### config.mk
export PLATFORM = sky130hd
export DESIGN_NAME = reg_file_sb
export DESIGN_NICKNAME = d
export VERILOG_FILES = /design/src/rtl/cpu15_pkg.sv /design/src/rtl/reg_sb.sv /design/src/rtl/reg_file_sb.sv
export SDC_FILE = /design/constraint.sdc
export NUM_CORES = 1
export LEC_CHECK = 0
export BUFFER_PORTS_ARGS = -buffer_cell sky130_fd_sc_hd__buf_2
export CORE_MARGIN = 2
export CORE_UTILIZATION = 50
export CTS_CLUSTER_SIZE = 25
export DETAILED_ROUTE_END_ITERATION = 12
export PLACE_DENSITY = 0.89
export SYNTH_ARGS = -nofsm -noshare
export SYNTH_HDL_FRONTEND = slang
export SYNTH_SLANG_ARGS = --single-unit
### constraint.sdc
create_clock -name CLK_WB -period 3.3 [get_ports CLK_WB]
set_clock_uncertainty 0.05 [all_clocks]
set_input_delay 0.165 -clock CLK_WB [delete_from_list [all_inputs] [get_ports CLK_WB]]
set_output_delay 0.165 -clock CLK_WB [all_outputs]
set_load 0.01 [all_outputs]
### src/rtl/cpu15_pkg.sv
// ---------------------------------------------------------------------------
// cpu15_pkg
// Shared CPU definitions for the write-back stage: the default register file
// geometry and the word / index types that match that default geometry.
// No ports; imported by reg_sb and reg_file_sb.
// ---------------------------------------------------------------------------
package cpu15_pkg;

  localparam int CPU15_DATA_W = 16;
  localparam int CPU15_N_REGS = 8;
  localparam int CPU15_ADDR_W = $clog2(CPU15_N_REGS);

  typedef logic [CPU15_DATA_W-1:0] reg_word_t;
  typedef logic [CPU15_ADDR_W-1:0] reg_idx_t;

endpackage : cpu15_pkg

### src/rtl/reg_sb.sv
// ---------------------------------------------------------------------------
// reg_sb
// Pending-write scoreboard: one busy bit per register. Issue sets a bit and
// write-back clears it. When both hit the same index on one edge, the set
// wins because a newer producer has just been issued.
//
// Ports:
//   clk      - write-back clock, rising edge
//   rst_n    - asynchronous active-low reset, clears every busy bit
//   set_en   - mark register set_idx busy
//   set_idx  - register index to mark busy
//   clr_en   - write-back completed for register clr_idx
//   clr_idx  - register index to clear
//   busy_vec - bit i set while register i has a pending write
// ---------------------------------------------------------------------------
module reg_sb
  import cpu15_pkg::*;
#(
  parameter int N_REGS = CPU15_N_REGS,
  localparam int ADDR_W = $clog2(N_REGS)
) (
  input  logic              clk,
  input  logic              rst_n,
  input  logic              set_en,
  input  logic [ADDR_W-1:0] set_idx,
  input  logic              clr_en,
  input  logic [ADDR_W-1:0] clr_idx,
  output logic [N_REGS-1:0] busy_vec
);

  logic [N_REGS-1:0] busy_q;
  logic [N_REGS-1:0] busy_next;

  // Clear is applied first so that a set to the same index overrides it.
  always_comb begin
    busy_next = busy_q;
    if (clr_en) busy_next[clr_idx] = 1'b0;
    if (set_en) busy_next[set_idx] = 1'b1;
  end

  always_ff @(posedge clk or negedge rst_n) begin
    if (!rst_n) busy_q <= '0;
    else        busy_q <= busy_next;
  end

  assign busy_vec = busy_q;

endmodule : reg_sb

### src/rtl/reg_file_sb.sv
// ---------------------------------------------------------------------------
// reg_file_sb
// Parametrised write-back register file with a per-register busy scoreboard
// for RAW hazard detection. One synchronous write port, two combinational
// read ports.
//
// Optional feature macro: REG_FILE_BYPASS_EN
//   defined   - a read hitting the register being written this cycle returns
//               REG_IN, and its busy flag reads as already cleared (unless
//               the same register is being re-marked busy this cycle).
//   undefined - reads return stored state only; new data and the cleared
//               busy bit appear after the write edge.
//
// Ports:
//   CLK_WB            - write-back clock, all state updates on rising edge
//   RESET_N           - asynchronous active-low reset
//   REG_WEN           - write enable
//   N_REG, REG_IN     - write destination index and data
//   BUSY_SET, BUSY_N  - mark register BUSY_N as pending
//   RA_A, RA_B        - read addresses
//   RD_A, RD_B        - read data (combinational)
//   BUSY_A, BUSY_B    - busy status of RA_A / RA_B (combinational)
//   BUSY_VEC          - bit i = register i busy
//   REG_FLAT          - all registers, register i at [i*DATA_W +: DATA_W]
// ---------------------------------------------------------------------------
module reg_file_sb
  import cpu15_pkg::*;
#(
  parameter int DATA_W  = CPU15_DATA_W,
  parameter int N_REGS  = CPU15_N_REGS,
  parameter int ZERO_R0 = 0,
  localparam int ADDR_W = $clog2(N_REGS)
) (
  input  logic                     CLK_WB,
  input  logic                     RESET_N,
  input  logic                     REG_WEN,
  input  logic [ADDR_W-1:0]        N_REG,
  input  logic [DATA_W-1:0]        REG_IN,
  input  logic                     BUSY_SET,
  input  logic [ADDR_W-1:0]        BUSY_N,
  input  logic [ADDR_W-1:0]        RA_A,
  input  logic [ADDR_W-1:0]        RA_B,
  output logic [DATA_W-1:0]        RD_A,
  output logic [DATA_W-1:0]        RD_B,
  output logic                     BUSY_A,
  output logic                     BUSY_B,
  output logic [N_REGS-1:0]        BUSY_VEC,
  output logic [N_REGS*DATA_W-1:0] REG_FLAT
);

  logic [DATA_W-1:0] regs [N_REGS];
  logic [N_REGS-1:0] busy_vec;
  logic              wr_ok;
  logic              set_ok;

  // With a hardwired R0, writes and busy marks aimed at index 0 are dropped
  // here so neither the data array nor the scoreboard ever sees them.
  assign wr_ok  = REG_WEN  && !((ZERO_R0 != 0) && (N_REG  == '0));
  assign set_ok = BUSY_SET && !((ZERO_R0 != 0) && (BUSY_N == '0));

  always_ff @(posedge CLK_WB or negedge RESET_N) begin
    if (!RESET_N) begin
      for (int i = 0; i < N_REGS; i++) regs[i] <= '0;
    end else if (wr_ok) begin
      regs[N_REG] <= REG_IN;
    end
  end

  reg_sb #(
    .N_REGS (N_REGS)
  ) u_reg_sb (
    .clk      (CLK_WB),
    .rst_n    (RESET_N),
    .set_en   (set_ok),
    .set_idx  (BUSY_N),
    .clr_en   (wr_ok),
    .clr_idx  (N_REG),
    .busy_vec (busy_vec)
  );

  logic [ADDR_W-1:0] ra      [2];
  logic [DATA_W-1:0] rd      [2];
  logic              busy_rd [2];

  assign ra[0] = RA_A;
  assign ra[1] = RA_B;

  // Read muxes. The reset gate matters only for the bypass path, since the
  // stored state is already cleared asynchronously, but it keeps every read
  // output at zero for as long as reset is held.
  always_comb begin
    for (int p = 0; p < 2; p++) begin
      rd[p]      = regs[ra[p]];
      busy_rd[p] = busy_vec[ra[p]];
`ifdef REG_FILE_BYPASS_EN
      if (wr_ok && (N_REG == ra[p])) begin
        rd[p]      = REG_IN;
        busy_rd[p] = set_ok && (BUSY_N == ra[p]);
      end
`endif
      if (!RESET_N || ((ZERO_R0 != 0) && (ra[p] == '0))) begin
        rd[p]      = '0;
        busy_rd[p] = 1'b0;
      end
    end
  end

  assign RD_A     = rd[0];
  assign RD_B     = rd[1];
  assign BUSY_A   = busy_rd[0];
  assign BUSY_B   = busy_rd[1];
  assign BUSY_VEC = busy_vec;

  for (genvar g = 0; g < N_REGS; g++) begin : g_flat
    assign REG_FLAT[g*DATA_W +: DATA_W] = regs[g];
  end

endmodule : reg_file_sb

# --- Word-level counts from Yosys, hierarchy flattened ---
# Cells that the tools add are included.
# Widths: inputs -> output; s select.
op_classes:
  reduce_logical: 3
  multipliers: 0
  div_mod_pow: 0
  n_bitwise: 6
  n_addsub: 0
  n_shift: 0
  eq_ne: 0
  n_lt_le_gt_ge: 10
  muxes: 23
ops:
  columns: ["cell", "n"]
  rows:
  - ["$bwmux 128", 1]
  - ["$mux 16", 7]
  - ["$bmux 16 s3", 2]
  - ["$demux 16 s3", 1]
  - ["$lt 3x4->1 const B", 4]
  - ["$mux 8", 2]
  - ["$ge 4x4->1 const B", 3]
  - ["$not 3->4", 3]
  - ["$and 8x8->8", 1]
  - ["$not 8->8", 1]
  - ["$or 8x8->8", 1]
  - ["$bmux 1 s3", 2]
  - ["$demux 1 s3", 2]
  - ["$ge 3x1->1 const B", 2]
  - ["$mux 1", 6]
  - ["$lt 4x1->1 const B", 1]
  - ["$logic_and 1x1->1", 3]
word_totals:
  output_inout_bits: 170
  ramBits: 0
  reg_bits: 136
  elab_cells: 51
  latchBits: 0
  mem_bits_ro: 0
  mem_count: 0

# --- Logic depth before layout (Yosys ltp) ---
logic_depth:
  word_depth: 9
  mapped_depth: 5
  depth_no_buf: 3

# --- Modules after synthesis ---
# Synthesis repeated with hierarchy kept, for this count alone.
unflattened:
  hier_cells: 543
  area_unflattened_um2: 7567.3
by_module_without_submodules:
  columns: ["module", "instances", "area_each_um2", "cells_per_inst"]
  rows:
  - ["reg_file_sb", 1, 7185.6, 513]
  - ["reg_sb", 1, 381.6, 30]

# --- Worst setup path after synthesis ---
# OpenSTA, ideal clock, no wires.
synth_path:
  path_kind: "in2reg"
  start: "in N_REG[0]"
  end: "reg regs (netlist bit REG_FLAT[38])"
  path_slack_ps: 1812
  cell_stages: 5
  arrival_time_ps: 1313
  path_cell_list: "buf_6 -> nand2b_4 -> nor3b_4 -> buf_6 -> mux2_2"
synth_via:
  elab_chain_len: 6
  elab_cells_between_ends: 7
  classes_between: "order compare (2); mux (3); bitwise (1); reduce/logical (1)"
synth_lines:
  columns: ["element", "line_no", "rtl"]
  rows:
  - ["from (decl)", "reg_file_sb.sv:37", "input logic [ADDR_W-1:0] N_REG,"]
  - ["$not 3->4 (implied by the code) *", "reg_file_sb.sv:65", "regs[N_REG] <= REG_IN;"]
  - ["$ge 4x4->1 (implied by the code) / $lt 4x1->1 (equally long branches)", "reg_file_sb.sv:65", null]
  - ["$logic_and 1x1->1 (implied by the code)", "reg_file_sb.sv:65", null]
  - ["$mux 16 (implied by the code)", "reg_file_sb.sv:65", null]
  - ["$demux 16 s3 *", "reg_file_sb.sv:65", null]
  - ["$bwmux 128 *", "reg_file_sb.sv:65", null]
  - ["to (signal, indexed assignment)", "reg_file_sb.sv:65", null]
  - ["to (decl)", "reg_file_sb.sv:51", "logic [DATA_W-1:0] regs [N_REGS];"]
# Every way passes the cells marked *; elsewhere a longest branch is shown, timed or not.
# A chain may end at the register's enable or synchronous reset.

# --- Worst setup path after layout ---
layout_path:
  start: "in RESET_N"
  end: "out RD_B[3]"
layout_via:
  elab_chain_len: 1
layout_lines:
  columns: ["element", "line_no", "rtl"]
  rows:
  - ["from (decl)", "reg_file_sb.sv:35", "input logic RESET_N,"]
  - ["$mux 16", "reg_file_sb.sv:101", "if (!RESET_N || ((ZERO_R0 != 0) && (ra[p] == '0))) begin"]
  - ["to (decl)", "reg_file_sb.sv:44", "output logic [DATA_W-1:0] RD_B,"]
# No other way between the ends.

==> metrics.csv <==
metric,value,unit
status,"complete, no violations",
drive_above_1_share,0.604,
diodes,0,
synth-seq-cells,136,
p_per_area,665,nW/µm²
design_power_total,6.16,mW
ys_types,21,
critPathKind,input port to output pin,
min_from,REG_IN[15],
r2r_cells,3,
drv_slew,0,
layout_worst_path_cycle_share,0.724,
drt-initial-drc-count,362,
routed_wl,22.2,mm
max_slew.worst_pin.slew,1.21,ns
yosys_most_used_dff,dfrtp_1,
synth.top_cells.by_count,"mux2_2 (162), dfrtp_1 (136), inv_1 (38), o21ai_0 (38)",
finalSetupTns,0,ns
fmax,419,MHz
r2r_end,u_reg_sb.busy_vec[0],
die_area,15900,µm²
die_w,126,µm
cp_max_fo,94,
final_cell_area,9270,µm²
vdd.ir_drop.worst,385,µV
io-pin-count,202,
area_growth,24.4,%
yosys.area.top_type_share,0.457,
nets,777,
min_to,REG_FLAT[111],
synth.most_common_cell,mux2_2,
clockBufferDepth,2,
yosysWarnings,0,
synth_edf_count,0,
ys_seq_area_frac,0.457,
syn_nets,574,
rsz0062_at_grt,false,
antenna_found_initial,0,
core_area,14500,µm²
drc,0,
numPortBuffers,201,
overflow,0,
required,3.08,ns
cts_tree,yes,
synth_top_area_cell,dfrtp_1,
cts.clk_slew.worst_paths,0.06,ns
use_met3,0.0697,
drt-vias-per-instance,6.23,
setup_viol,0,
async_flop_share,1.00,
regToRegSetupSlack,2.00,ns
worst_setup_path_start_kind,input port,
routabilityCongestion,0.811,
h-tree-depth,4,
synth.top_cells.by_area,"dfrtp_1 (46%), mux2_2 (25%), mux4_2 (10%)",
dpl_cell_area,8610,µm²
cp_data_arrival_time,2.17,ns
cp-end-kind,output pin,
hold_depth,2,
grt_util_all_layers,0.282,
grt_use_met1,0.378,
reg2reg_from,u_reg_sb.busy_vec[0],
clock-root-buffer,clkbuf_16,
start_util,0.512,
top_usage_layer,met2,
clkLatencyLatePin,0.41,ns
grt.met2_usage,0.449,
period_minus_slack,2.39,ns
hold_path_class,input port to flip-flop,
synth_area,7450,µm²
firstDrtPassIters,5,
wl_per_cell,23.6,µm
syn_inst,542,
cts_buffers,17,
rows,44,
detailed_place_hpwl,15.0,mm
vias,5867,
die_y,126,µm
cts.sinks,136,
grt_first_pass_wirelength,34.2,mm
hold_viol_final,0,
grt_pass1_vias,5889,
grt_max_degree,95,
final_antenna_net_count,0,
power.leakage,4.38,nW
relSlewSlack,0.189,
syn-mean-instance-area,13.7,µm²
drv_cap,0,
-- routing by layer --
metal  vias to the layer above  part of all wire
met5                         -                 0
met1                      3014              0.41
met2                       335              0.48
li1                       2465                 -
met3                        53             0.082
met4                         0             0.027
-- metrics by stage --
| stage | hold slack, ns | instances | util | setup WS, ns |
|---|---|---|---|---|
| finish | 0.0464 | 941 | 0.638 | 0.912 |
| floorplan | -0.181 | 542 | - | 1.81 |
| CTS | 0.0282 | 941 | 0.638 | 0.889 |
| global route | 0.0448 | 941 | 0.638 | 0.736 |
| global placement | 0.209 | 906 | 0.592 | 1.19 |
| detailed placement | 0.202 | 906 | 0.592 | 1.17 |
-- layout by cell type, fill, tap and decap left out --
cell,n
buf_2,200
mux2_2,162
dfrtp_1,136
inv_1,38
o21ai_0,38
mux2i_1,34
mux4_2,34
a221oi_1,34
clkbuf_16,17
buf_4,16
nand2_1,7
nand2b_1,5
clkinv_2,5
bufinv_16,4
dlygate4sd3_1,4
nand4b_2,3
clkinv_4,3
nor2_2,2
nor3b_4,2
o32ai_1,2
nor3_4,2
o22ai_1,2
buf_12,2
nand2b_4,1
nand4_2,1
clkbuf_8,1
clkinvlp_4,1
buf_6,1
-- repair_timing --
item | in CTS | in global routing
hold endpoints to repair | 59 | 0
buffers inserted | 0 | 0
resized for setup | 0 | 0
hold buffers | 4 | 0
-- critical path, cell delays in order --
cell and delay, ns:
dlygate4sd3_1 0.55, buf_6 0.58, o21ai_0 0.28, a221oi_1 0.35
buf_2 0.20
-- how the worst max path moves through the flow --
stage                   from      endpoint  slack, ns  depth (start not counted)
finish               RESET_N       RD_B[3]       0.91                          5
global route         RESET_N       RD_B[3]       0.74                          5
CTS                  RESET_N       RD_B[3]       0.89                          5
detailed placement   RA_A[2]       RD_A[8]       1.17                          6
global placement     RA_A[2]       RD_A[8]       1.19                          6
floorplan           N_REG[0]  REG_FLAT[38]       1.81                          5
-- state kept, by name, summed over array words and instances (netlist names) --
register,flops
u_reg_sb.busy_vec,8
REG_FLAT,128
-- layout make-up --
class / instances / area (µm²)
Fill cell: 1113 / 5270
Tap cell: 184 / 230
Inverter: 38 / 143
Clock buffer: 18 / 439
Sequential cell: 136 / 3400
Timing Repair Buffer: 223 / 1210
Multi-Input combinational cell: 329 / 3660
Clock inverter: 13 / 179
-- power by group --
group / switching (mW) / internal (mW)
Clock: 0.710 / 1.28
Sequential: 0.406 / 2.04
Combinational: 0.814 / 0.916
-- logic make-up (layout without fill, tap and decap cells) --
logic type | after synthesis | after routing | synth area share
muxes | 230 | 230 | 0.394
DFF | 136 | 136 | 0.457
buffers and inverters | 77 | 292 | 0.0521
AOI/OAI and AO/OA | 76 | 76 | 0.0696
and+or+nand+nor | 23 | 23 | 0.0277
(Power assumes the default switching activity.)
